**config.mk**
```make
export PLATFORM = sky130hd
export DESIGN_NAME = if1_fetch_gen
export DESIGN_NICKNAME = d
export VERILOG_FILES = /design/src/rtl/if1_fetch_gen.sv
export SDC_FILE = /design/constraint.sdc
export NUM_CORES = 1
export LEC_CHECK = 0
export CORE_MARGIN = 5
export CORE_UTILIZATION = 30
export DETAILED_ROUTE_END_ITERATION = 7
export GPL_TIMING_DRIVEN = 1
export PLACE_DENSITY_LB_ADDON = 0.12
export SYNTH_ARGS = -nofsm -noshare
export SYNTH_HDL_FRONTEND = slang
export SYNTH_SLANG_ARGS = --single-unit
```
**constraint.sdc**
```tcl
create_clock -name clk -period 4.15 [get_ports clk]
set_input_delay 0.83 -clock clk [delete_from_list [all_inputs] [get_ports clk]]
set_output_delay 0.83 -clock clk [all_outputs]
set_load 0.01 [all_outputs]
```
**src/rtl/if1_fetch_gen.sv**
```systemverilog
// IF1 fetch-address generator: holds the fetch PC, issues aligned
// fetch requests, and tags returning responses with their PC.
module if1_fetch_gen #(
  parameter int ADDR_W = 32,
  parameter logic [ADDR_W-1:0] RESET_PC = 32'hBFC00000,
  parameter int FETCH_BYTES = 8,
  parameter int MAX_INFLIGHT = 2
) (
  input  logic              clk,
  input  logic              rst,
  input  logic              pause,
  input  logic              flush,
  input  logic [ADDR_W-1:0] flush_pc,
  input  logic              br_redirect,
  input  logic [ADDR_W-1:0] br_target,
  input  logic              bp_taken,
  input  logic [ADDR_W-1:0] bp_target,
  output logic              req_valid,
  output logic [ADDR_W-1:0] req_addr,
  input  logic              req_ready,
  input  logic              rsp_valid,
  output logic              fetch_valid,
  output logic [ADDR_W-1:0] fetch_pc,
  output logic              busy_full
);

  localparam int CW = $clog2(MAX_INFLIGHT + 1);
  localparam int PW = (MAX_INFLIGHT > 1) ? $clog2(MAX_INFLIGHT) : 1;
  localparam int DEPTH = 1 << PW;
  localparam logic [ADDR_W-1:0] FB = ADDR_W'(FETCH_BYTES);
  localparam logic [CW-1:0] MAXI = CW'(MAX_INFLIGHT);

  typedef enum logic {BOOT, RUN} state_t;

  state_t            state;
  logic [ADDR_W-1:0] pc_q;
  logic [ADDR_W-1:0] pc_d;
  logic [ADDR_W-1:0] pc_seq;
  logic [CW-1:0]     inflight;
  logic [CW-1:0]     inflight_d;
  logic [CW-1:0]     drop_cnt;
  logic [CW-1:0]     drop_d;
  logic [PW-1:0]     wr_ptr;
  logic [PW-1:0]     rd_ptr;
  logic [ADDR_W-1:0] tag_mem [DEPTH];
  logic              kill;
  logic              accept;
  logic              drop_now;

  assign kill      = flush | br_redirect;
  assign busy_full = (inflight == MAXI);
  assign req_valid = (state == RUN) & ~pause & ~kill & ~busy_full;
  assign accept    = req_valid & req_ready;
  assign req_addr  = pc_q;
  assign fetch_pc  = tag_mem[rd_ptr];
  assign drop_now  = rsp_valid & (drop_cnt != '0);
  assign fetch_valid = rsp_valid & (drop_cnt == '0) & ~kill;
  assign pc_seq    = (pc_q & ~(FB - 1'b1)) + FB;

  // Next-PC selection: flush beats redirect beats prediction beats sequential.
  always_comb begin
    pc_d = pc_q;
    if (flush)
      pc_d = flush_pc;
    else if (br_redirect)
      pc_d = br_target;
    else if (accept && bp_taken)
      pc_d = bp_target;
    else if (accept)
      pc_d = pc_seq;
  end

  // Outstanding and to-be-dropped response counts.
  // A kill marks every response still in flight after this cycle as stale,
  // so the drop count is the remaining outstanding count, never more.
  always_comb begin
    inflight_d = inflight + CW'(accept) - CW'(rsp_valid);
    drop_d     = drop_cnt - CW'(drop_now);
    if (kill)
      drop_d = inflight - CW'(rsp_valid);
  end

  // State, PC, counters and the PC tag FIFO.
  always_ff @(posedge clk or posedge rst) begin
    if (rst) begin
      state    <= BOOT;
      pc_q     <= RESET_PC;
      inflight <= '0;
      drop_cnt <= '0;
      wr_ptr   <= '0;
      rd_ptr   <= '0;
      for (int i = 0; i < DEPTH; i++)
        tag_mem[i] <= '0;
    end else begin
      state    <= RUN;
      pc_q     <= pc_d;
      inflight <= inflight_d;
      drop_cnt <= drop_d;
      if (accept) begin
        tag_mem[wr_ptr] <= pc_q;
        wr_ptr <= wr_ptr + 1'b1;
      end
      if (rsp_valid)
        rd_ptr <= rd_ptr + 1'b1;
    end
  end

  // A response with nothing outstanding means the cache and IF1 disagree.
  always_ff @(posedge clk) begin
    if (!rst && rsp_valid)
      assert (inflight != '0);
  end

endmodule

```
# == Yosys cells after proc, flatten, opt, wreduce, memory -nomap -nowiden ==
# Cells that the tools add are included.
# classes
addsub,7
bitwise_logic,13
order_cmp,3
n_mux,11
n_eq_ne,1
n_reduce_logical,5
# op_table
cell,count
2-to-1 mux 32 bit,8
bitwise mux 64 bit,1
adder 32 x 4 -> 32 bit (second input constant),1
demux 32 bit (select 1 bit),1
bitwise AND 1 bit,7
subtractor 2 x 1 -> 2 bit,3
greater-or-equal comparator 2 bit (second input constant),2
inverter 1 -> 2 bit,2
nonzero test 4 bit,1
inverter 1 bit,3
adder 1 bit (second input constant),2
adder 2 x 1 -> 2 bit,1
== test 2 bit (second input constant),1
logical AND 1 bit,2
logical NOT 2 bit,1
< comparator 2 x 1 -> 1 bit (second input constant),1
2-to-1 mux 2 bit,1
nonzero test 2 bit,1
bitwise OR 1 bit,1
# word_totals
wordCells,48
output_inout_bits,67
input_bits,104
register_bits,103

# == Depth between registers and ports, before layout ==
# Gate-level depths: netlist of run 1.
# logic_depth
word_depth,9
ltp_mapped,10
mapped_depth_nobuf,9

# == Worst setup path before layout of run 1 ==
# No wires, ideal clock.
# synth_timing
path_type,in2out
start,in br_redirect
end,out fetch_valid
path_buffers,2
required_time_ns,3.320
path_stages,4
arrival_ns,1.688
slack_ns,1.632
cell_sequence,buf_4 -> nor2_1 -> clkbuf_1 -> and3_1
# synth_via
elab_chain_cells,3
# synth_lines
item,line_no,text
start: declaration,14,"input logic br_redirect,"
bitwise OR 1 bit,50,assign kill = flush | br_redirect;
inverter 1 bit,57,assign fetch_valid = rsp_valid & (drop_cnt == '0) & ~kill;
bitwise AND 1 bit,57,
end: declaration,22,"output logic fetch_valid,"
# Every way passes these cells.

# == Final worst setup path of run 1 ==
# layout_timing
start,reg rd_ptr
end,out fetch_pc[14]
# layout_via
elab_chain_cells,4
# layout_lines
item,line_no,text
start: declaration,44,logic [PW-1:0] rd_ptr;
start signal: assignment,104,rd_ptr <= rd_ptr + 1'b1;
inverter 1 -> 2 bit (implied by the code),55,assign fetch_pc = tag_mem[rd_ptr];
2-to-1 mux 32 bit (implied by the code) (3 in series),55,
end: declaration,23,"output logic [ADDR_W-1:0] fetch_pc,"
# Every way passes these cells. The select of a mux whose other input is x is not followed.

==> results of run 1 <==
[worst max path at each step]
stage / start / end / slack, ns / depth (start not counted)
after floorplan: rst / drop_cnt[0] / 0.63 / 1
after global placement: pause / tag_mem[41] / 0.83 / 10
after detailed placement: pause / tag_mem[34] / 0.80 / 10
after CTS: rd_ptr / fetch_pc[3] / 0.95 / 3
after global routing: pause / req_valid / 0.92 / 5
final: rd_ptr / fetch_pc[14] / 1.00 / 3
[metrics by stage]
stage          setup WS (ns)  utilization (%)  hold slack (ns)  cell area, sq um
2_1_floorplan          0.631                -            0.474              6030
3_3_place_gp           0.826             40.2            0.482              7900
3_5_place_dp           0.801             40.2            0.491              7900
4_1_cts                0.953             41.7            0.508              8200
5_1_grt                0.924             41.7            0.514              8200
6_report                1.00             41.7            0.505              8200
[sequential cells by signal, indices dropped and copies added (netlist names)]
register	cells
drop_cnt	2
inflight	2
rd_ptr	1
req_addr	32
state	1
tag_mem	64
wr_ptr	1
[cells in the final DEF, fill, tap and decap left out, types with 4 or more instances in the layout]
master / n
sky130_fd_sc_hd__and4_1: 5
sky130_fd_sc_hd__nand4_1: 7
sky130_fd_sc_hd__dfstp_2: 9
sky130_fd_sc_hd__clkbuf_16: 9
sky130_fd_sc_hd__nand2_1: 46
sky130_fd_sc_hd__o31ai_1: 4
sky130_fd_sc_hd__nand3_1: 16
sky130_fd_sc_hd__ha_1: 5
sky130_fd_sc_hd__xnor2_1: 13
sky130_fd_sc_hd__o22ai_1: 4
sky130_fd_sc_hd__o211ai_1: 8
sky130_fd_sc_hd__inv_1: 17
sky130_fd_sc_hd__nor4_1: 6
sky130_fd_sc_hd__buf_4: 12
sky130_fd_sc_hd__clkdlybuf4s50_1: 168
sky130_fd_sc_hd__xor2_1: 5
sky130_fd_sc_hd__mux2_2: 98
sky130_fd_sc_hd__a31oi_1: 10
sky130_fd_sc_hd__dfrtp_1: 94
sky130_fd_sc_hd__a221oi_1: 8
sky130_fd_sc_hd__a221o_1: 5
sky130_fd_sc_hd__mux2i_1: 8
sky130_fd_sc_hd__nor3_1: 6
sky130_fd_sc_hd__nor3b_1: 5
sky130_fd_sc_hd__nor2_1: 23
sky130_fd_sc_hd__a21oi_1: 22
sky130_fd_sc_hd__nor2b_1: 6
sky130_fd_sc_hd__a211o_1: 4
sky130_fd_sc_hd__and3_1: 6
sky130_fd_sc_hd__nand2b_1: 7
sky130_fd_sc_hd__or4_1: 7
sky130_fd_sc_hd__o21ai_0: 9
sky130_fd_sc_hd__nand3b_1: 7
sky130_fd_sc_hd__a32o_1: 6
[final cells by class]
type / count / area share (%)
sequential: 103 / 31.6
tap: 265 / 4.04
clock buffer: 11 / 2.96
multi-input combinational: 398 / 37.6
timing repair buffer: 184 / 22.2
inverter: 19 / 0.900
clock inverter: 5 / 0.686
[worst register-to-register path: stages, from the launching register on]
cell                       delay [ns]
sky130_fd_sc_hd__dfrtp_1         0.42
sky130_fd_sc_hd__nand2b_1        0.30
sky130_fd_sc_hd__nand3_1         0.17
sky130_fd_sc_hd__nor3_2          0.13
sky130_fd_sc_hd__buf_4           0.16
sky130_fd_sc_hd__inv_2           0.11
sky130_fd_sc_hd__nor2_4          0.45
sky130_fd_sc_hd__buf_12          0.25
sky130_fd_sc_hd__mux2_2          0.35
[power by group]
group	internal [mW]	total (mW)	switching, mW
logic	1.01	1.64	0.630
registers	1.35	1.63	0.277
clock network	0.485	0.883	0.398
[logic make-up (layout without fill, tap and decap cells)]
kind of cell / count (synthesis) / in the layout / share of synthesized area (%)
compound gates: 106 / 106 / 12.9
simple gates: 162 / 162 / 14.9
mux: 106 / 106 / 19.6
flops: 103 / 103 / 42.9
xor+xnor: 18 / 18 / 2.62
buf+inv: 65 / 219 / 5.89
fa+ha+maj: 5 / 5 / 1.04
other cells: 1 / 1 / 0.0622
[metal layers]
layer | vias up | wire length [um]
met5 | - | 0
met4 | 0 | 507
met3 | 29 | 1450
met2 | 187 | 9690
met1 | 2597 | 9130
li1 | 2381 | -
==> results.ini, run 1 <==
[power]
pwr_density_cell_nw_per_um2 = 506
max-vdd-ir-drop_v = 0.000247
p_leak_nw = 3.39
power_mw = 4.15

[floorplanning]
die_height_um = 152
core_region_area_sq_um = 19700
die_width_um = 152
initial_utilization_pct = 30.7
number_of_primary_i_o_pins = 171
die-area_sq_um = 23000
rows = 51

[clock_network]
ctsResizeCount = 0
numClockSinks = 103
clock_tree.buffer_depth = 2
tritoncts.num_buffers = 9
cts.reportedPaths.clkPinSlew_ns = 0.07
clock_tree.root_cell = sky130_fd_sc_hd__clkbuf_16
post_cts_setup_buffer_count = 0
clock_tree.htree_level_count = 3
clock_insertion_delay_worst_skew_ns = 0.36
post_cts_hold_buffer_count = 0
clock_tree_from_tritoncts = done

[critical_path]
cpLargestDelayFamily = flip-flops
path_cells = buf_12, mux2_2, clkdlybuf4s50_1
worst-setup-path-type = flip-flop to output pin
worst_r2r_endpoint = tag_mem[45]
timing.critical_path.fanout_max = 20
worstSetupEndpointType = output pin
worstRegToRegCells = 8
slowest_stage = sky130_fd_sc_hd__dfrtp_1
worst-endpoint-required_ns = 3.32
critical-path-max-stage-delay_ns = 0.83
r2r_setup_slack_ns = 1.68
wp_data_arrival_ns = 2.32
worstReg2RegStart = inflight[1]
crit_buf_inv = 2
setup.worst_path.start_class = flip-flop

[min_path]
worstHoldPathCells = 1
terminating_pin_of_the_worst_hold_path = tag_mem[1]
worstHoldPathType = flip-flop to flip-flop
holdCritStartpoint = tag_mem[1]

[timing]
worst_slew_pin_slew_ns = 0.979
fin_setup_tns_ns = 0
fin_crit_ns = 3.15
slew_viol_final = 0
slew_headroom_pct = 34.5
fmax_ghz = 0.318
finalHoldViolations = 0
skew_ns = 0.00994
finalSetupViolCount = 0
finalCritPeriodShare_pct = 75.9
rsz0062_at_grt = no

[routing]
ant_nets = 0
drt_pass1_iterations = 4
finalWirelength_um = 20800
drt_iter0_markers = 344
detail_route.vias_per_cell = 5.27
drc_errors = 0
num_vias = 5194
route.detailed.wl_per_inst_um = 21.1

[global_routing]
groute.layer.met2.usage_pct = 28.2
gr-total-overflow = 0
first_pass_grt_wire_length_um = 31500
track_usage_pct = 18.0
grt_max_degree = 58
grtUsageMet3_pct = 4.46
grtUsageMet1_pct = 24.2
busiest_layer = met2
first_global_vias = 5432
antenna_found_initial = 0

[cells_and_area]
final_net_count = 824
layout.area.seq_sq_um = 2590
fill_cell_total_of_the_finished_layout = 1950
share_of_post_route_cells_with_drive_strength_above_1_pct = 21.3
layout.cells.non_filler = 985
multi_input_logic_area_sq_um = 3090
antenna_cells = 0
layout_overhead_on_the_synthesized_area_pct = 36.1

[synth]
synth_area_sq_um = 6030
mappedNetlistNets = 675
postSynthRegisterBits = 103
synth_async_sr_flop_share_pct = 100
yosysSeqAreaShare_pct = 42.9
synth_enable_flop_cells = 0
synth_cell_types = 71
synth_top_flop_cell = sky130_fd_sc_hd__dfrtp_1
synthesis.instances = 566
synth.top_cell.area_share_pct = 39.0
post_synth.cell_area_avg_sq_um = 10.7
yosys.cell_count.top_type = sky130_fd_sc_hd__mux2_2
yosys_warnings = 0
post_synth_most_frequent_cells = sky130_fd_sc_hd__mux2_2, sky130_fd_sc_hd__dfrtp_1, sky130_fd_sc_hd__nand2_1
post_synth_main_area_contributors = sky130_fd_sc_hd__dfrtp_1, sky130_fd_sc_hd__mux2_2, sky130_fd_sc_hd__dfstp_2
yosysTopAreaCell = sky130_fd_sc_hd__dfrtp_1

[place]
dp_hpwl_um = 15100
port-buffer-count = 170
dp.cells = 969
gp_congestion = 0.781

[outcome]
status = complete, no violations

[flow_run]
cap_viol_max_count = 0

No activity file was read; power rests on OpenSTA's default activity.
==> inputs of run 2 (changes only) <==
clock period = 3.1 ns   (was 4.15 ns; I/O delays follow)
==> run 2 against run 1 <==
Effect of this change:
- clock-buffer cell count grew 3
- sequential share of layout area shrank 0.16 points
- non-clock buffer count grew 10
- power grew 32%
- cell count grew 1.0%
- critical path type is now input port to output pin
- critical endpoint is now req_valid
- largest power group unchanged
==> results.ini, run 2 (synthesis results as in run 1) <==
[outcome]
status = complete, no violations

[place]
gp_congestion = 0.799
port-buffer-count = 170
detailedPlace.worstSlack_ns = 0.246
dp_hpwl_um = 14800

[min_path]
holdCritStartpoint = tag_mem[21]
worstHoldPathCells = 1
terminating_pin_of_the_worst_hold_path = tag_mem[21]
worstHoldPathType = flip-flop to flip-flop

[routing]
route.detailed.wl_per_inst_um = 20.5
detail_route.vias_per_cell = 5.19
num_vias = 5160
drt_iter0_markers = 328
drt_pass1_iterations = 5
finalWirelength_um = 20400
ant_nets = 0
drc_errors = 0

[global_routing]
grt_max_degree = 104
track_usage_pct = 17.8
first_pass_grt_wire_length_um = 31200
first_global_vias = 5398
antenna_found_initial = 0
gr-total-overflow = 0

[critical_path]
critical-path-max-stage-delay_ns = 0.54
timing.critical_path.fanout_max = 3
worstReg2RegStart = req_addr[3]
worstSetupEndpointType = output pin
worstRegToRegCells = 6
path_cells = clkdlybuf4s50_1, nor2b_1, and3_1, clkdlybuf4s50_1
crit_buf_inv = 2
cpMostUsedCell = sky130_fd_sc_hd__clkdlybuf4s50_1
cpLargestDelayFamily = buffers and inverters
wp_data_arrival_ns = 2.00
worst-endpoint-required_ns = 2.48
worst-setup-path-type = input port to output pin
slowest_stage = sky130_fd_sc_hd__clkdlybuf4s50_1
worst_r2r_endpoint = req_addr[31]
setup.worst_path.start_class = input port
r2r_setup_slack_ns = 0.72

[timing]
final_worst_slack_ns = 0.476
slew_headroom_pct = 55.2
fmax_ghz = 0.381
hold_ws_ns = 0.503
finalHoldViolations = 0
fin_crit_ns = 2.62
slew_viol_final = 0
rsz0062_at_grt = no
skew_ns = 0.00781
worst_slew_pin_slew_ns = 0.672
fin_setup_tns_ns = 0
finalSetupViolCount = 0
finalCritPeriodShare_pct = 84.6

[floorplanning]
core_region_area_sq_um = 19700
rows = 51
die_width_um = 152
die_height_um = 152
die-area_sq_um = 23000
number_of_primary_i_o_pins = 171
initial_utilization_pct = 30.7

[clock_network]
clock_insertion_delay_worst_skew_ns = 0.35
cts.reportedPaths.clkPinSlew_ns = 0.07
clock_tree_from_tritoncts = done
post_cts_hold_buffer_count = 0
post_cts_setup_buffer_count = 0
tritoncts.num_buffers = 9
ctsResizeCount = 0
numClockSinks = 103
clock_tree.htree_level_count = 3
clock_tree.root_cell = sky130_fd_sc_hd__clkbuf_16
clock_tree.buffer_depth = 2

[flow_run]
cap_viol_max_count = 0

[cells_and_area]
fill_cell_total_of_the_finished_layout = 1989
layout_common_cells = sky130_fd_sc_hd__clkdlybuf4s50_1, sky130_fd_sc_hd__mux2_2, sky130_fd_sc_hd__dfrtp_1
final_net_count = 834
layout.cells.most_common = sky130_fd_sc_hd__clkdlybuf4s50_1
layout_overhead_on_the_synthesized_area_pct = 36.7
finalCoreUtilization_pct = 41.9
largest-register = tag_mem
largest_reg_flops = 64
antenna_cells = 0
share_of_post_route_cells_with_drive_strength_above_1_pct = 21.9

[power]
max-vdd-ir-drop_v = 0.000417
pwr_density_cell_nw_per_um2 = 664
p_leak_nw = 3.41
power_mw = 5.48

run 2: cell count changes in the layout (fill, tap and decap cells not counted), moves of 2 or more:
cell,before,now
sky130_fd_sc_hd__clkinv_2,2,0
sky130_fd_sc_hd__buf_4,12,23
sky130_fd_sc_hd__clkbuf_1,1,3
sky130_fd_sc_hd__clkinvlp_4,1,3
run 2: power by group:
part | switching, mW | total [mW] | internal (mW)
combinational | 0.888 | 2.24 | 1.36
clock | 0.516 | 1.11 | 0.591
sequential | 0.314 | 2.12 | 1.81
run 2: area by class of cell:
cell class	instances	area, sq um	area share (%)
multi-input combinational	398	3080	37.4
tap	265	332	4.02
sequential	103	2590	31.4
clock inverter	2	15.0	0.182
clock buffer	14	264	3.20
timing repair buffer	194	1880	22.9
inverter	19	75.1	0.911
run 2: metal layers:
layer	GRT usage, %	up-vias	share of wire [%]
li1	-	2406	-
met1	24.7	2574	46
met2	27.8	160	47
met3	4.58	20	6.3
met4	4.18	0	1.3
met5	0	-	0
run 2: worst max path at each step:
stage,start,end,slack [ns],cells past startpoint
3_5_place_dp,pause,req_addr[4],0.25,7
5_1_grt,pause,req_valid,0.37,4
2_1_floorplan,pause,inflight[1],0.91,10
4_1_cts,pause,req_valid,0.47,4
3_3_place_gp,pause,req_addr[4],0.37,7
6_report,pause,req_valid,0.48,4
run 2: worst register-to-register path: stages (launching register included):
cell and delay, ns:
sky130_fd_sc_hd__dfrtp_1 0.51, sky130_fd_sc_hd__ha_1 0.24, sky130_fd_sc_hd__and3_1 0.37, sky130_fd_sc_hd__nand2_1 0.21
sky130_fd_sc_hd__nor3_1 0.47, sky130_fd_sc_hd__a31oi_1 0.14, sky130_fd_sc_hd__or3b_1 0.36
run 2: metrics by stage:
step,cells,area [sq um]
2_1_floorplan,566,6030
3_3_place_gp,979,7960
3_5_place_dp,979,7960
4_1_cts,995,8240
5_1_grt,995,8240
6_report,995,8240
==> inputs of run 3 (changes only) <==
clock period = 2.7 ns   (was 3.1 ns; I/O delays follow)
==> run 3 against run 2 <==
Effect of this change:
- die area is the same
- critical path depth did not move
- sequential share of layout area is 0.68 points lower
- clock skew is 0.00081 ns lower
- sequential cell count stayed put
- clock power rose by 32%
- design area increased by 2.2%
- cell count grew 1.3%
- combinational power increased by 18%
- wire length grew 1.7%
- critical path type unchanged
- critical endpoint unchanged
==> results.ini, run 3 (synthesis results as in run 1) <==
[cells_and_area]
final_net_count = 847
multi_input_logic_area_sq_um = 3080
largest-register = tag_mem
finalCoreUtilization_pct = 42.9
layout_overhead_on_the_synthesized_area_pct = 39.7
antenna_cells = 0
fill_cell_total_of_the_finished_layout = 1928
layout_common_cells = sky130_fd_sc_hd__clkdlybuf4s50_1, sky130_fd_sc_hd__mux2_2, sky130_fd_sc_hd__dfrtp_1
largest_reg_flops = 64
share_of_post_route_cells_with_drive_strength_above_1_pct = 23.4
layout.area.seq_sq_um = 2590
layout.cells.most_common = sky130_fd_sc_hd__clkdlybuf4s50_1

[critical_path]
worst-setup-path-type = input port to output pin
path_cells = clkdlybuf4s50_1, nor2b_1, and3_1, clkdlybuf4s50_1
slowest_stage = sky130_fd_sc_hd__clkdlybuf4s50_1
worstSetupEndpointType = output pin
cpMostUsedCell = sky130_fd_sc_hd__clkdlybuf4s50_1
setup.worst_path.start_class = input port
r2r_setup_slack_ns = 0.44
worstRegToRegCells = 6
wp_data_arrival_ns = 2.04
critical-path-max-stage-delay_ns = 0.54
timing.critical_path.fanout_max = 5
worst_r2r_endpoint = req_addr[31]
worstReg2RegStart = req_addr[4]
worst-endpoint-required_ns = 2.16

[clock_network]
ctsResizeCount = 0
tritoncts.num_buffers = 9
post_cts_hold_buffer_count = 0
cts.reportedPaths.clkPinSlew_ns = 0.07
clock_tree.htree_level_count = 3
clock_insertion_delay_worst_skew_ns = 0.35
clock_tree.root_cell = sky130_fd_sc_hd__clkbuf_16
numClockSinks = 103
clock_tree.buffer_depth = 2
post_cts_setup_buffer_count = 0
clock_tree_from_tritoncts = done

[routing]
route.detailed.wl_per_inst_um = 20.5
drc_errors = 0
drt_pass1_iterations = 5
detail_route.vias_per_cell = 5.18
num_vias = 5223
ant_nets = 0
drt_iter0_markers = 290
finalWirelength_um = 20700

[timing]
worst_slew_pin_slew_ns = 0.594
skew_ns = 0.00699
fin_crit_ns = 2.58
rsz0062_at_grt = no
finalCritPeriodShare_pct = 95.6
finalSetupViolCount = 0
slew_headroom_pct = 60.4
slew_viol_final = 0
fin_setup_tns_ns = 0
finalHoldViolations = 0
fmax_ghz = 0.387

[power]
p_leak_nw = 3.52
max-vdd-ir-drop_v = 0.000369
pwr_density_cell_nw_per_um2 = 775

[global_routing]
antenna_found_initial = 0
track_usage_pct = 18.2
first_pass_grt_wire_length_um = 32100
first_global_vias = 5524
gr-total-overflow = 0
grt_max_degree = 104

[floorplanning]
rows = 51
die_width_um = 152
die-area_sq_um = 23000
die_height_um = 152
number_of_primary_i_o_pins = 171
initial_utilization_pct = 30.7
core_region_area_sq_um = 19700

[min_path]
worstHoldPathType = flip-flop to flip-flop
holdCritStartpoint = tag_mem[34]
terminating_pin_of_the_worst_hold_path = tag_mem[34]
worstHoldPathCells = 1

[place]
port-buffer-count = 170
dp_hpwl_um = 15000
gp_congestion = 0.817

[outcome]
status = complete, no violations

[flow_run]
cap_viol_max_count = 0

## run 3: cell type report
class / count / area share, %
timing repair buffer: 207 / 24.0
tap: 265 / 3.94
inverter: 19 / 0.891
clock buffer: 13 / 3.09
clock inverter: 3 / 0.772
sequential: 103 / 30.7
multi-input combinational: 398 / 36.6
## run 3: worst max path at each step
stage,endpoint,start,cells after the start
after floorplan,inflight[1],pause,10
final,req_valid,pause,4
after global routing,req_valid,pause,4
after CTS,req_valid,pause,4
after global placement,inflight[1],pause,10
after detailed placement,inflight[1],pause,10
## run 3: stage by stage
step | hold slack, ns | cells | instance area, sq um | setup slack [ns] | power, mW
final | 0.506 | 1008 | 8420 | 0.117 | 6.53
after global routing | 0.521 | 1008 | 8420 | 0.0514 | 6.93
after CTS | 0.508 | 1008 | 8420 | 0.123 | 6.62
after detailed placement | 0.488 | 992 | 8100 | 0.0494 | 5.12
after global placement | 0.482 | 992 | 8100 | 0.148 | 5.06
after floorplan | 0.474 | 566 | 6030 | 0.587 | 3.80
## run 3: power by group
group / switching, mW / internal [mW] / total, mW
clock: 0.594 / 0.864 / 1.46
sequential: 0.352 / 2.08 / 2.43
combinational: 1.05 / 1.59 / 2.64
## run 3: critical path, delay by kind of cell
| family | cells | cell delay (ns) |
|---|---|---|
| buffers and inverters | 2 | 0.95 |
| AND/OR/NAND/NOR | 2 | 0.56 |
## run 3: per-layer routing
layer / up-vias / wire length, um / GRT usage [%] / share of wire [%]
li1: 2433 / - / - / -
met1: 2599 / 9260 / 24.6 / 45
met2: 173 / 9840 / 29.6 / 48
met3: 18 / 1390 / 4.82 / 6.7
met4: 0 / 214 / 4.09 / 1.0
met5: - / 0 / 0 / 0
